[src/rtl/move_sequencer.sv]
// move_sequencer
//   Buffers the cube-solution move stream and hands moves one at a time to
//   the stepper move stage. Each move is presented on next_move with a
//   one-cycle move_start pulse. The sequencer then waits for move_done to
//   fall and rise again, settles for SETTLE_CYCLES, and only then issues the
//   next move.
//
//   Optional feature (macro MOVE_SEQ_COUNT_EN):
//     defined   - moves_done_count counts moves that completed normally,
//                 saturating at 16'hFFFF
//     undefined - no counter is built; moves_done_count is tied to 0
//
// Ports
//   clock, reset_n    system clock, asynchronous active-low reset
//   move_in[3:0]      move code from upstream (2..13 are valid moves)
//   move_valid        move_in valid this cycle
//   move_ready        FIFO can accept a move (not full), combinational
//   run               level; when low, no new move is dequeued
//   flush             one-cycle pulse; empties the FIFO
//   next_move[3:0]    move currently being executed (held between moves)
//   move_start        one-cycle start pulse to the stepper stage
//   move_done         high when all steppers are idle
//   busy              high in every state except IDLE
//   fill              FIFO occupancy
//   moves_done_count  completed-move counter
module move_sequencer #(
    parameter int DEPTH         = 32,
    parameter int BUSY_TIMEOUT  = 1000,
    parameter int SETTLE_CYCLES = 250000
) (
    input  logic                     clock,
    input  logic                     reset_n,
    input  logic [3:0]               move_in,
    input  logic                     move_valid,
    output logic                     move_ready,
    input  logic                     run,
    input  logic                     flush,
    output logic [3:0]               next_move,
    output logic                     move_start,
    input  logic                     move_done,
    output logic                     busy,
    output logic [$clog2(DEPTH):0]   fill,
    output logic [15:0]              moves_done_count
);

    localparam int AW      = $clog2(DEPTH);
    localparam int CNT_MAX = (BUSY_TIMEOUT > SETTLE_CYCLES) ? BUSY_TIMEOUT : SETTLE_CYCLES;
    localparam int CW      = $clog2(CNT_MAX + 1);

    typedef enum logic [2:0] {
        ST_IDLE,
        ST_ISSUE,
        ST_WAIT_BUSY,
        ST_WAIT_DONE,
        ST_SETTLE
    } state_t;

    state_t        state_q, state_d;
    logic [AW-1:0] wr_ptr_q, wr_ptr_d;
    logic [AW-1:0] rd_ptr_q, rd_ptr_d;
    logic [AW:0]   fill_q, fill_d;
    logic [CW-1:0] cnt_q, cnt_d;
    logic [3:0]    next_move_q, next_move_d;
    logic          move_start_q, move_start_d;
    logic          busy_q, busy_d;
    logic [3:0]    mem_q [DEPTH];

    logic          push;
    logic          pop;
    logic [3:0]    head;
    logic          head_valid;
    logic [CW-1:0] cnt_inc;

    assign move_ready = (fill_q != (AW + 1)'(DEPTH));
    // A push coinciding with flush is dropped.
    assign push       = move_valid && move_ready && !flush;
    assign pop        = (state_q == ST_IDLE) && run && (fill_q != '0) && move_done;
    assign head       = mem_q[rd_ptr_q];
    assign head_valid = (head >= 4'd2) && (head <= 4'd13);
    assign cnt_inc    = cnt_q + CW'(1);

    // Storage has no reset; only pointers and fill define what is valid.
    always_ff @(posedge clock) begin
        if (push) begin
            mem_q[wr_ptr_q] <= move_in;
        end
    end

    always_comb begin
        wr_ptr_d = wr_ptr_q;
        rd_ptr_d = rd_ptr_q;
        fill_d   = fill_q;
        if (flush) begin
            wr_ptr_d = '0;
            rd_ptr_d = '0;
            fill_d   = '0;
        end else begin
            if (push) begin
                wr_ptr_d = wr_ptr_q + AW'(1);
            end
            if (pop) begin
                rd_ptr_d = rd_ptr_q + AW'(1);
            end
            if (push && !pop) begin
                fill_d = fill_q + (AW + 1)'(1);
            end else if (pop && !push) begin
                fill_d = fill_q - (AW + 1)'(1);
            end
        end
    end

    // Flush only touches the FIFO; a move already handed to the steppers
    // cannot be cancelled, so the FSM always runs it to completion.
    always_comb begin
        state_d     = state_q;
        cnt_d       = cnt_q;
        next_move_d = next_move_q;
        unique case (state_q)
            ST_IDLE: begin
                // Invalid codes are popped and silently discarded.
                if (pop && head_valid) begin
                    next_move_d = head;
                    state_d     = ST_ISSUE;
                end
            end
            ST_ISSUE: begin
                cnt_d   = '0;
                state_d = ST_WAIT_BUSY;
            end
            ST_WAIT_BUSY: begin
                // Steppers disabled or in reset never drop move_done.
                if (!move_done) begin
                    cnt_d   = '0;
                    state_d = ST_WAIT_DONE;
                end else if (cnt_inc == CW'(BUSY_TIMEOUT)) begin
                    cnt_d   = '0;
                    state_d = ST_SETTLE;
                end else begin
                    cnt_d = cnt_inc;
                end
            end
            ST_WAIT_DONE: begin
                if (move_done) begin
                    cnt_d   = '0;
                    state_d = ST_SETTLE;
                end
            end
            ST_SETTLE: begin
                if (cnt_inc == CW'(SETTLE_CYCLES)) begin
                    cnt_d   = '0;
                    state_d = ST_IDLE;
                end else begin
                    cnt_d = cnt_inc;
                end
            end
            default: begin
                state_d = ST_IDLE;
            end
        endcase
        // Registered outputs are derived from the next state.
        move_start_d = (state_d == ST_ISSUE);
        busy_d       = (state_d != ST_IDLE);
    end

    always_ff @(posedge clock or negedge reset_n) begin
        if (!reset_n) begin
            state_q      <= ST_IDLE;
            wr_ptr_q     <= '0;
            rd_ptr_q     <= '0;
            fill_q       <= '0;
            cnt_q        <= '0;
            next_move_q  <= '0;
            move_start_q <= 1'b0;
            busy_q       <= 1'b0;
        end else begin
            state_q      <= state_d;
            wr_ptr_q     <= wr_ptr_d;
            rd_ptr_q     <= rd_ptr_d;
            fill_q       <= fill_d;
            cnt_q        <= cnt_d;
            next_move_q  <= next_move_d;
            move_start_q <= move_start_d;
            busy_q       <= busy_d;
        end
    end

`ifdef MOVE_SEQ_COUNT_EN
    // Only moves that saw move_done fall and rise are counted; timeouts are not.
    logic        count_inc;
    logic [15:0] count_q, count_d;

    assign count_inc = (state_q == ST_WAIT_DONE) && move_done;

    always_comb begin
        count_d = count_q;
        if (count_inc && (count_q != 16'hFFFF)) begin
            count_d = count_q + 16'd1;
        end
    end

    always_ff @(posedge clock or negedge reset_n) begin
        if (!reset_n) begin
            count_q <= '0;
        end else begin
            count_q <= count_d;
        end
    end

    assign moves_done_count = count_q;
`else
    assign moves_done_count = '0;
`endif

    assign next_move  = next_move_q;
    assign move_start = move_start_q;
    assign busy       = busy_q;
    assign fill       = fill_q;

endmodule

[config.mk]
export PLATFORM = sky130hd
export DESIGN_NAME = move_sequencer
export DESIGN_NICKNAME = d
export VERILOG_FILES = /design/src/rtl/move_sequencer.sv
export SDC_FILE = /design/constraint.sdc
export NUM_CORES = 1
export LEC_CHECK = 0
export CORE_MARGIN = 2
export CORE_UTILIZATION = 30
export CTS_CLUSTER_DIAMETER = 100
export DETAILED_ROUTE_END_ITERATION = 6
export MAX_ROUTING_LAYER = met4
export PLACE_DENSITY = 0.49
export SLEW_MARGIN = 20
export SYNTH_ARGS = -nofsm -noshare
export SYNTH_HDL_FRONTEND = slang
export SYNTH_SLANG_ARGS = --single-unit
[constraint.sdc]
create_clock -name clock -period 4.6 [get_ports clock]
set_input_delay 0.46 -clock clock [delete_from_list [all_inputs] [get_ports clock]]
set_output_delay 0.46 -clock clock [all_outputs]
set_load 0.01 [all_outputs]
Word-level counts from Yosys, hierarchy flattened:

Memory sizes are Yosys's and may differ from the RTL's.
Index checks and enable logic that the tools add are counted.

* logic and storage cells: 66
* output and inout port bits: 29
* bits in writable memories: 128
* register bits: 43
* memories kept: 1

* reduce and logical (&&, ||, !) cells: 21
* order comparisons: 2
* $add $sub $neg: 5
* mux-type cells: 20
* equality and inequality tests: 9

Memories
* mem_q: depth 32, bits a word 4, rd ports 1, clocked after memory_dff 0, wr ports 1, RTL line 66 `logic [3:0] mem_q [DEPTH];`

Operators by type and width (count)
* $mux W18: 4
* $pmux W18 S4: 1
* $mux W5: 4
* $add A18 B1 Y18 const B: 1
* $eq A18 B10 Y1 const B: 1
* $eq A18 B18 Y1 const B: 1
* $mux W6: 3
* $mux W3: 5
* $pmux W3 S5: 1
* $add A5 B1 Y5 const B: 2
* $logic_and A1 B1 Y1: 9
* $add A6 B1 Y6 const B: 1
* $eq A3 B1 Y1 const B: 2
* $eq A3 B2 Y1 const B: 2
* $ne A6 B6 Y1 const B: 1
* $reduce_bool A3 Y1: 2
* $reduce_bool A6 Y1: 1
* $sub A6 B1 Y6 const B: 1
* $ge A4 B2 Y1 const B: 1
* $le A4 B4 Y1 const B: 1
* $reduce_and A2 Y1: 2
* $reduce_bool A2 Y1: 2
* $reduce_bool A4 Y1: 1
* $eq A3 B3 Y1 const B: 1
* 4 further kinds: 7

Longest topological paths before layout:

* depth after elaboration: 8
* gate-level depth with buffers: 13

Worst setup path before layout:

Ideal clock, no wire load.

* path type: reg-to-reg
* start: register fill_q[1] (netlist: fill[1])
* end: register fill_q[5] (netlist: fill[5])
* arrival time: 2656 ps
* data required time: 4468 ps
* path slack: 1812 ps
* cell stages (with the launch flop): 13
* path through: dfrtp_1 nor3_1 nand3b_1 nor3b_2 or3_1 ha_1 a21o_1 a21oi_1 o21bai_1 a21oi_1 mux2i_1 xnor2_1 nor2_1

* word-level cells in the longest chain between the ends: 7
* elaborated cells on any way between the ends: 16
* classes of those cells: add/sub: 2; eq/ne: 1; mux: 3; reduce/logical: 10

RTL lines
* from (decl): RTL line 61 `logic [AW:0] fill_q, fill_d;`
* from (signal assigned): RTL line 179 `fill_q <= fill_d;`
* branches (longest 7 deep; another with $sub A6 B1 Y6)

Several ways; the timed one is not identified. The select of a mux whose other input is x is not followed.
A chain may end at the register's enable or synchronous reset.

Final worst setup path:

* start: register cnt_q[0]
* end: register cnt_q[10]

* word-level cells in the longest chain between the ends: 5
* elaborated cells on any way between the ends: 7
* classes of those cells: add/sub: 1; eq/ne: 2; mux: 4

RTL lines
* from (decl): RTL line 62 `logic [CW-1:0] cnt_q, cnt_d;`
* from (signal assigned): RTL line 180 `cnt_q <= cnt_d;`
* $add A18 B1 Y18 *: RTL line 80 `assign cnt_inc = cnt_q + CW'(1);`
* $eq A18 B10 Y1: RTL line 135 `end else if (cnt_inc == CW'(BUSY_TIMEOUT)) begin`
* $mux W18: RTL line 135
* $mux W18: RTL line 132 `if (!move_done) begin`
* $pmux W18 S4 *: RTL line 118 `unique case (state_q)`

Mark *: on every way between the ends. The rest lies on a longest branch, timed or not.

==> impl_results.md <==
- Clock power share: a little over a third
- Post-Synth Adder-Cell Area: 1.79%
- Flop pwr share: 45.8%
- Die width: ~170 um
- CP endpoint kind: flop
- Die ar.: about 28000 sq um
- Worst ir drop on vdd: approximately 270 uV
- Area added between synthesis and finish: 12.9%
- EDFF count, synth: 128
- NetSw: 1.19 mW
- Initial drt markers: 429
- Gr usage total: a little over an eighth
- Slew margin rel.: 29.2%
- Num CTS Buffers: 17
- Max Freq: 301 MHz
- Synth Area in XOR/XNOR: approximately 2.4%
- Row cnt: 60
- Simple-Gate Fraction of Synth Area: about an eighth
- Hpwl dp: roughly 12000 um
- DR vias/cell: 5.00
- Fin crit period: 3.32 ns
- Largest net degree at the start of global routing: 44
- DRC: 0
- Count of pins over their slew limit: 0
- Startpoint types: flop
- Hold Violations, Final: 0
- Required time worst endpoint: roughly 4.9 ns
- Via count: between 4000 and 5000
- Worst-path clk slew: 0.08 ns
- Kind of critical path: flop to flop
- Worst clock skew: ~0.024 ns
- Share of cells above drive strength 1: between 10% and 20%
- Largest family of logic cells by synthesized area: multiplexers
- Maximum fanout along the worst path: 14
- Asr flop ratio synth: 25.1%
- # diodes: 0
- Seq cells post-synth: between 150 and 200
- Clock Sink Count: 171
- Comb power frac: 18.0%
- Critical Path AT: 3.58 ns
- IO Count: 39
- Period utilization: 72.2%
- Post-CTS setup buffer count: 0
- CTS tree: built
- Power per cell area: ~430 nW/um^2
- Drt pass-1 iters: 5
- Yosys cell types: 60
- Sequential area share after synthesis: around three fifths
- Wire length of the first global-routing pass: around 28000 um
- GPL Wtd Cong: approximately 0.8
- Mux cell area share after synthesis: roughly an eighth
- Congestion Overflow GR: 0
- Outcome: finished, final reports clean
- Clock tree buffer depth: 2
- Worst Hold Class: primary input to asynchronous set/reset pin
- Sw Share: 30.2%
- Top cells by area, synth: edfxtp_1, dfrtp_1, mux4_2
- Die Y: 168 um
- Initial antenna violation count: 0
- Post-Syn Area: between 8000 and 9000 sq um
- RSZ-0062 raised after global routing: no
- Port Buffers: 22
- Nets: 640
- Synth Warn #: 0
- Post-CTS Hold Buffers: 0
- Later-pin clock latency in the skew report: 0.44 ns
- H-tree lvl count: 4
- Yosys top cell area share: approximately 47%
- Measured slew at the worst slew-check pin: 1.06 ns
- Compound-Gate Fraction of Synth Area: 6.66%
- Cts repair resizes: 0
- Drt wl/cell: 18.3 um
- Synth top cells by count: edfxtp_1, nor2_1, nand2_1
- Area leader, netlist: edfxtp_1
- Syn avg cell area: approximately 13 sq um
- Setup violations, final: 0
- Max-Cap Viols: 0
- DRT Wirelength: 17800 um
- Synthesized instance count: 606
- Core Region: 26700 sq um
- Cell with the most instances after synthesis: edfxtp_1
- Number of fill cells: 2578
- Setup TNS: 0 ns
- Vias in the first global route: 4950
- Hold WS: 0.0289 ns
- Initial Util: 30.4%
- Clock root cell: clkbuf_16
- Leak: 3.11 nW
- Synth Flop Type: edfxtp_1
- Routed Antenna Nets: 0
- Power Internal: 2.77 mW
[worst paths after layout]
check | start | to | slack [ns] | cells past startpoint
setup reg to reg | cnt_q[0]$_DFFE_PN0P_ | cnt_q[10]$_DFFE_PN0P_ | 1.28 | 8
min in group clock | next_move[0]$_DFFE_PN0P_ | next_move[0]$_DFFE_PN0P_ | 0.52 | 1
hold / removal | reset_n | rd_ptr_q[1]$_DFFE_PN0P_ | 0.03 | 1
setup / recovery | cnt_q[0]$_DFFE_PN0P_ | cnt_q[10]$_DFFE_PN0P_ | 1.28 | 8
max in group asynchronous | reset_n | wr_ptr_q[1]$_DFFE_PN0P_ | 4.16 | 1
hold reg to reg | next_move[0]$_DFFE_PN0P_ | next_move[0]$_DFFE_PN0P_ | 0.52 | 1
[cell families (layout without fill, tap and decap cells)]
family | count (synthesis) | in the layout
compound gates | 84 | 84
xor+xnor | 22 | 22
fa+ha+maj | 11 | 11
buf+inv | 72 | 82
flops | 171 | 171
mux | 49 | 49
other cells | 1 | 16
simple gates | 196 | 196
[registers in the layout, summed over array words and instances (netlist names)]
| name | count |
|---|---|
| wr_ptr_q | 5 |
| move_start | 1 |
| busy | 1 |
| cnt_q | 18 |
| next_move | 4 |
| mem_q | 128 |
| rd_ptr_q | 5 |
| fill | 6 |
| state_q | 3 |
[layout make-up]
class	instances	area (sq um)	share of cell area, %
inverters	18	67.6	0.738
well taps	341	427	4.66
flip-flops and latches	171	4920	53.7
clock inverters	14	165	1.80
repair buffers	33	285	3.11
clock buffers	17	425	4.64
multi-input cells	378	2870	31.3
[cell usage in the layout (no fill, tap or decap), types with 4 or more instances in the layout]
cell type	Yosys	final
nand3b_1	5	5
edfxtp_1	128	128
mux2_2	5	5
nand4_1	10	10
inv_6	0	4
and2_1	4	4
ha_1	10	10
clkdlybuf4s50_1	0	18
nand2_1	49	49
a31oi_1	4	4
xor2_1	8	8
conb_1	1	16
dfrtp_1	43	43
nand3_1	10	10
o31ai_1	4	4
xnor2_1	14	14
o21ai_0	24	24
mux4_1	13	13
o22ai_1	6	6
mux2i_1	8	8
and4_1	4	4
clkbuf_16	0	17
and3_1	6	6
nand2b_1	4	4
inv_8	0	5
nor2b_1	5	5
clkinv_8	0	4
o2111ai_1	4	4
mux4_2	22	22
nor3_1	10	10
inv_1	18	18
a21oi_1	19	19
o211ai_1	5	5
buf_4	18	12
nor2_1	75	75
[worst max-delay path, cell delays in order (launching register included)]
cell	delay, ns
dfrtp_1	0.45
ha_1	0.38
nand2_1	0.15
nor4_2	0.44
and3_1	0.23
o2111ai_1	0.13
o21a_1	0.38
nor2_1	0.71
o221ai_1	0.26
[power groups by stage]
stage | Combinational [mW] | Sequential, mW | Clock, mW
2_1_floorplan | 0.482 | 1.83 | 0
3_3_place_gp | 0.704 | 1.85 | 0
3_5_place_dp | 0.719 | 1.85 | 0
4_1_cts | 0.723 | 1.82 | 1.46
5_1_grt | 0.801 | 1.83 | 1.52
6_report | 0.714 | 1.82 | 1.43
[metrics by stage]
stage	cells	power (mW)	area (sq um)	worst slack (ns)	util, %
finish	972	3.96	9160	1.28	34.3
global route	972	4.15	9160	0.928	34.3
CTS	972	4.00	9160	1.29	34.3
detailed placement	941	2.57	8570	1.33	32.1
global placement	941	2.55	8580	1.42	32.1
floorplan	621	2.31	8170	1.81	-
[layer usage]
layer	part of all wire (%)	GRT usage (%)	vias to the layer above	wire, um
li1	-	-	2266	-
met4	0.89	3.67	0	159
met2	49	21.5	104	8740
met5	0	-	-	0
met3	4.4	3.09	11	782
met1	46	17.4	2479	8130
No activity file was read; power rests on OpenSTA's default activity.
==> edit 1, RTL diff (same flow settings) <==
The 5 states of `state_t` get a one-hot encoding in 5 bits.
--- a/src/rtl/move_sequencer.sv
+++ b/src/rtl/move_sequencer.sv
@@ -48,10 +48,10 @@
     localparam int CW      = $clog2(CNT_MAX + 1);
 
-    typedef enum logic [2:0] {
-        ST_IDLE,
-        ST_ISSUE,
-        ST_WAIT_BUSY,
-        ST_WAIT_DONE,
-        ST_SETTLE
+    typedef enum logic [4:0] {
+        ST_IDLE      = 5'b00001,
+        ST_ISSUE     = 5'b00010,
+        ST_WAIT_BUSY = 5'b00100,
+        ST_WAIT_DONE = 5'b01000,
+        ST_SETTLE    = 5'b10000
     } state_t;
 
Function: same outputs for any inputs over 4 cycles, from zero or initial values and one cycle with reset_n low; so few cycles prove little.
==> edit 1 against the unedited design <==
  * Die area up 0.99%
  * Largest cell class unchanged
  * Worst hold slack gained 0.0038 ns
  * Routed wire length up 1.3%
  * Critical path depth unchanged
  * Synthesized cell count rose by 2.5%
  * Power rose by 13%
  * Area after synthesis rose by 1.0%
  * Worst setup slack got worse by 0.18 ns
  * Sequential cell count increased by 2
  * Sequential share of layout area rose by 0.088 points
  * Design area grew 0.93%
  * Fmax is 5.2% lower
==> edit 1: results <==
export IMPL_rrSetupSlack_ns=1.10
export IMPL_final_fill_count=2625
export IMPL_grt_pass1_wl_mm=28.9
export IMPL_irDropWorstVdd_v=0.000233
export IMPL_dp_hpwl_mm=11.8
export IMPL_worst_path_largest_cell_delay_ns=0.60
export IMPL_setup_tns_ns=0
export IMPL_r2r_start="cnt_q[5]"
export IMPL_p_leak_nw=3.21
export IMPL_synth_yosys_seq_area_share_pct=60.6
export IMPL_critical_path_arrival_ns=3.82
export IMPL_cts_htree_levels=4
export IMPL_drtIter0Drc=324
export IMPL_grt_use_met2_pct=21.7
export IMPL_crit_slowest_cell="dfrtp_1"
export IMPL_wl_per_cell_um=18.4
export IMPL_postPlaceCellArea_sq_um=8630
export IMPL_synthTopCellsByCount="edfxtp_1, nor2_1, dfrtp_1, nand2_1, mux4_2"
export IMPL_async_flop_share_pct=26.0
export IMPL_synth_area_leaders="edfxtp_1, dfrtp_1, mux4_2, nor2_1, mux2i_1"
export IMPL_grt_start_max_net_pins=46
export IMPL_synthDistinctLibCells=65
export IMPL_met3_usage_pct=2.50
export IMPL_outcome="finished, final reports clean"
export IMPL_diodes=0
export IMPL_critPathMaxFanout=27
export IMPL_drive_gt1_share_pct=13.7
export IMPL_nNetsFinal=649
export IMPL_power_internal_w=0.00306
export IMPL_post_synth_cell_area_avg_sq_um=13.2
export IMPL_first_pass_iters=7
export IMPL_setup_worst_path_end="cnt_q[14]"
export IMPL_grt_pass1_vias=4948
export IMPL_placedCellCount=950
export IMPL_grtUsageMet1_pct=18.2
export IMPL_via_count=4966
export IMPL_tightest_slew_ns=1.04
export IMPL_skew_ns=0.0202
export IMPL_place_gp_congestion=0.827
export IMPL_grt_use_total_pct=13.6
export IMPL_routed_wl_mm=18.1
[edit 1: worst min path at each step]
| stage | endpoint | startpoint | slack, ns | cells past startpoint |
|---|---|---|---|---|
| 2_1_floorplan | busy | reset_n | 0.16 | 0 |
| 3_3_place_gp | next_move[0] | next_move[0] | 0.52 | 2 |
| 3_5_place_dp | next_move[0] | next_move[0] | 0.53 | 2 |
| 4_1_cts | cnt_q[15] | reset_n | 0.24 | 1 |
| 5_1_grt | cnt_q[17] | reset_n | 0.07 | 1 |
| 6_report | fill[0] | reset_n | 0.03 | 1 |
[edit 1: critical path, delay by kind of cell, from the launching register on]
| kind | cells | cell delay, ns |
|---|---|---|
| AO/OA/AOI/OAI | 4 | 1.34 |
| AND/OR/NAND/NOR | 3 | 1.27 |
| flip-flops | 1 | 0.60 |
| XOR/XNOR | 1 | 0.15 |
[edit 1: kinds of logic (layout without fill, tap and decap cells)]
group                    Yosys count  in the layout  share of synthesized area [%]
XOR/XNOR                          21             21                           2.24
other                              1             16                         0.0457
flip-flops                       173            173                           60.6
buffers and inverters             68             73                           4.49
multiplexers                      49             49                           10.4
AO/OA/AOI/OAI                    102            102                           8.32
adder cells (fa/ha/maj)           11             11                           1.77
AND/OR/NAND/NOR                  196            196                           12.1
[edit 1: metrics by stage]
stage	hold WS [ns]	setup slack (ns)	power, W	util, %
after global routing	0.0748	0.738	0.00473	34.4
after detailed placement	0.529	1.11	0.00302	32.1
after CTS	0.243	1.07	0.00454	34.5
after global placement	0.523	1.11	0.00299	32.1
final	0.0327	1.10	0.00449	34.4
after floorplan	0.164	1.52	0.00271	-
[edit 1: metal layers]
metal | up-vias | wire (um) | share of wire (%)
li1 | 2311 | - | -
met1 | 2532 | 8550 | 47
met2 | 110 | 8630 | 48
met3 | 13 | 691 | 3.8
met4 | 0 | 182 | 1.0
met5 | - | 0 | 0
[edit 1: power groups by stage]
stage / Combinational [W] / Clock [W] / Sequential (W)
floorplan: 0.000782 / 0 / 0.00192
global placement: 0.000938 / 0 / 0.00205
detailed placement: 0.000956 / 0 / 0.00206
CTS: 0.000963 / 0.00155 / 0.00203
global route: 0.00107 / 0.00161 / 0.00205
finish: 0.000947 / 0.00152 / 0.00202
[edit 1: final cells by class]
| type | instances | area (sq um) | share of cell area, % |
|---|---|---|---|
| clock inverters | 15 | 208 | 2.25 |
| clock buffers | 17 | 425 | 4.60 |
| repair buffers | 28 | 243 | 2.63 |
| multi-input cells | 395 | 2920 | 31.6 |
| inverters | 13 | 48.8 | 0.528 |
| well taps | 341 | 427 | 4.61 |
| flip-flops and latches | 173 | 4970 | 53.8 |
==> edit 2, RTL diff (same settings) <==
Without the edit above. Change the parameter `BUSY_TIMEOUT` from 1000 to 2000.
--- a/src/rtl/move_sequencer.sv
+++ b/src/rtl/move_sequencer.sv
@@ -26,5 +26,5 @@
 module move_sequencer #(
     parameter int DEPTH         = 32,
-    parameter int BUSY_TIMEOUT  = 1000,
+    parameter int BUSY_TIMEOUT  = 2000,
     parameter int SETTLE_CYCLES = 250000
 ) (
Function: no difference found for any inputs over 4 cycles, from zero or initial values and one cycle with reset_n low; that may be too few to reach the edited logic, so the function may still have changed.
==> edit 2 against the unedited design <==
  * Sequential cell count is the same
  * Design area shrank 0.94%
  * Final cell count unchanged
  * Worst setup slack got worse by 0.068 ns
  * Area after synthesis fell by 1.1%
  * Global-route usage rose by 0.13 points
  * Via count grew 1.3%
  * Routed wire length decreased by 0.43%
  * Fmax shrank 2.0%
  * Worst hold slack gained 0.079 ns
  * Power shrank 0.16%
  * Critical path type unchanged
  * Largest cell class unchanged
==> edit 2: results <==
export IMPL_irDropWorstVdd_v=0.000246
export IMPL_synthDistinctLibCells=65
export IMPL_path_delay_family="simple AND/OR/NAND/NOR gates"
export IMPL_regMostFlops="mem_q"
export IMPL_antenna_found_initial=0
export IMPL_path_clk_slew_ns=0.07
export IMPL_port_buffers=22
export IMPL_drive_gt1_share_pct=13.0
export IMPL_worst_path_largest_cell_delay_ns=0.81
export IMPL_cts_repair_resized=0
export IMPL_hold_path_class="in -> async"
export IMPL_tightest_slew_ns=0.776
export IMPL_synthFlopType="edfxtp_1"
export IMPL_hold_viol=0
export IMPL_cts_htree_levels=4
export IMPL_async_flop_share_pct=25.1
export IMPL_grt_pass1_wl_mm=28.5
export IMPL_cts_buffer_depth=2
export IMPL_nNetsFinal=645
export IMPL_critPathMaxFanout=12
export IMPL_postPlaceCellArea_sq_um=8500
export IMPL_grt_use_total_pct=13.6
export IMPL_clock_tree_root_cell="clkbuf_16"
export IMPL_largest_register_ffs=128
export IMPL_core_area_sq_um=26100
export IMPL_critical_path_arrival_ns=3.72
export IMPL_numCtsBuffers=17
export IMPL_diodes=0
export IMPL_yosysWarnings=0
export IMPL_post_cts_buffers=0
export IMPL_dp_hpwl_mm=11.7
export IMPL_final_fill_count=2568
export IMPL_grt_pass1_vias=4898
export IMPL_synth_yosys_seq_area_share_pct=61.3
export IMPL_first_pass_iters=4
export IMPL_crit_slowest_cell="dfrtp_1"
export IMPL_routed_via_density=5.06
export IMPL_synth_area_leaders="edfxtp_1, dfrtp_1, mux4_2, mux2i_1, nor2_1"
export IMPL_drtIter0Drc=334
export IMPL_synthTopCellsByCount="edfxtp_1, nor2_1, nand2_1, dfrtp_1, mux2i_1"
export IMPL_synth_edf_count=128
export IMPL_wl_per_cell_um=18.3
export IMPL_skew_ns=0.0201
export IMPL_clk_latency_ns=0.44
export IMPL_outcome="finished, final reports clean"
export IMPL_p_leak_nw=3.09
export IMPL_place_gp_congestion=0.856
edit 2: cell types whose count changed in the layout (fill, tap and decap cells not counted), moves of 9 or more:
| cell | change |
|---|---|
| mux2i_1 | +23 |
| o21ai_0 | -14 |
| a22oi_1 | +11 |
| mux4_1 | -11 |
| inv_1 | -10 |
| a21oi_1 | +9 |
edit 2: metrics by stage:
stage          total power [W]  setup WS [ns]  hold WS [ns]  cells  utilization (%)
5_1_grt                0.00415          0.991         0.154    972             34.7
3_5_place_dp           0.00256           1.22         0.493    940             32.5
3_3_place_gp           0.00254           1.29         0.501    940             32.5
4_1_cts                0.00400           1.20         0.118    972             34.8
6_report               0.00395           1.21         0.108    972             34.7
2_1_floorplan          0.00232           1.68         0.164    624                -
edit 2: kinds of logic after synthesis:
| logic type | count (synthesis) | share of synthesized area, % |
|---|---|---|
| muxes | 56 | 10.6 |
| and+or+nand+nor | 202 | 12.3 |
| AOI/OAI and AO/OA | 91 | 7.98 |
| buffers and inverters | 60 | 4.13 |
| adders and majority gates | 11 | 1.81 |
| other | 1 | 0.0467 |
| xor gates and xnor gates | 17 | 1.85 |
| DFF | 171 | 61.3 |
edit 2: area by class of cell:
| type | instances | area share (%) |
|---|---|---|
| Timing Repair Buffer | 32 | 3.09 |
| Clock buffer | 18 | 4.73 |
| Inverter | 9 | 0.372 |
| Clock inverter | 14 | 1.68 |
| Multi-Input combinational cell | 393 | 31.3 |
| Sequential cell | 171 | 54.2 |
| Tap cell | 335 | 4.62 |
edit 2: worst paths after layout:
check	from	end	slack (ns)	cells after the start
worst max-delay path	rd_ptr_q[0]	next_move[0]	1.21	9
worst min-delay path	reset_n	cnt_q[14]	0.11	2
worst max register to register	rd_ptr_q[0]	next_move[0]	1.21	9
worst min register to register	next_move[0]	next_move[0]	0.51	1
max in group asynchronous	reset_n	rd_ptr_q[1]	4.07	2
min in group clock	next_move[0]	next_move[0]	0.51	1
edit 2: report_power, final:
group          internal, W  switching [W]
combinational     0.000299       0.000407
sequential         0.00173      0.0000858
clock             0.000772       0.000662
edit 2: routing by layer:
metal  part of all wire (%)  vias up  GRT usage [%]
li1                       -     2286              -
met1                     45     2483           17.4
met2                     49      137           21.7
met3                    4.3       17           2.72
met4                    1.7        0           4.69
met5                      0        -              -
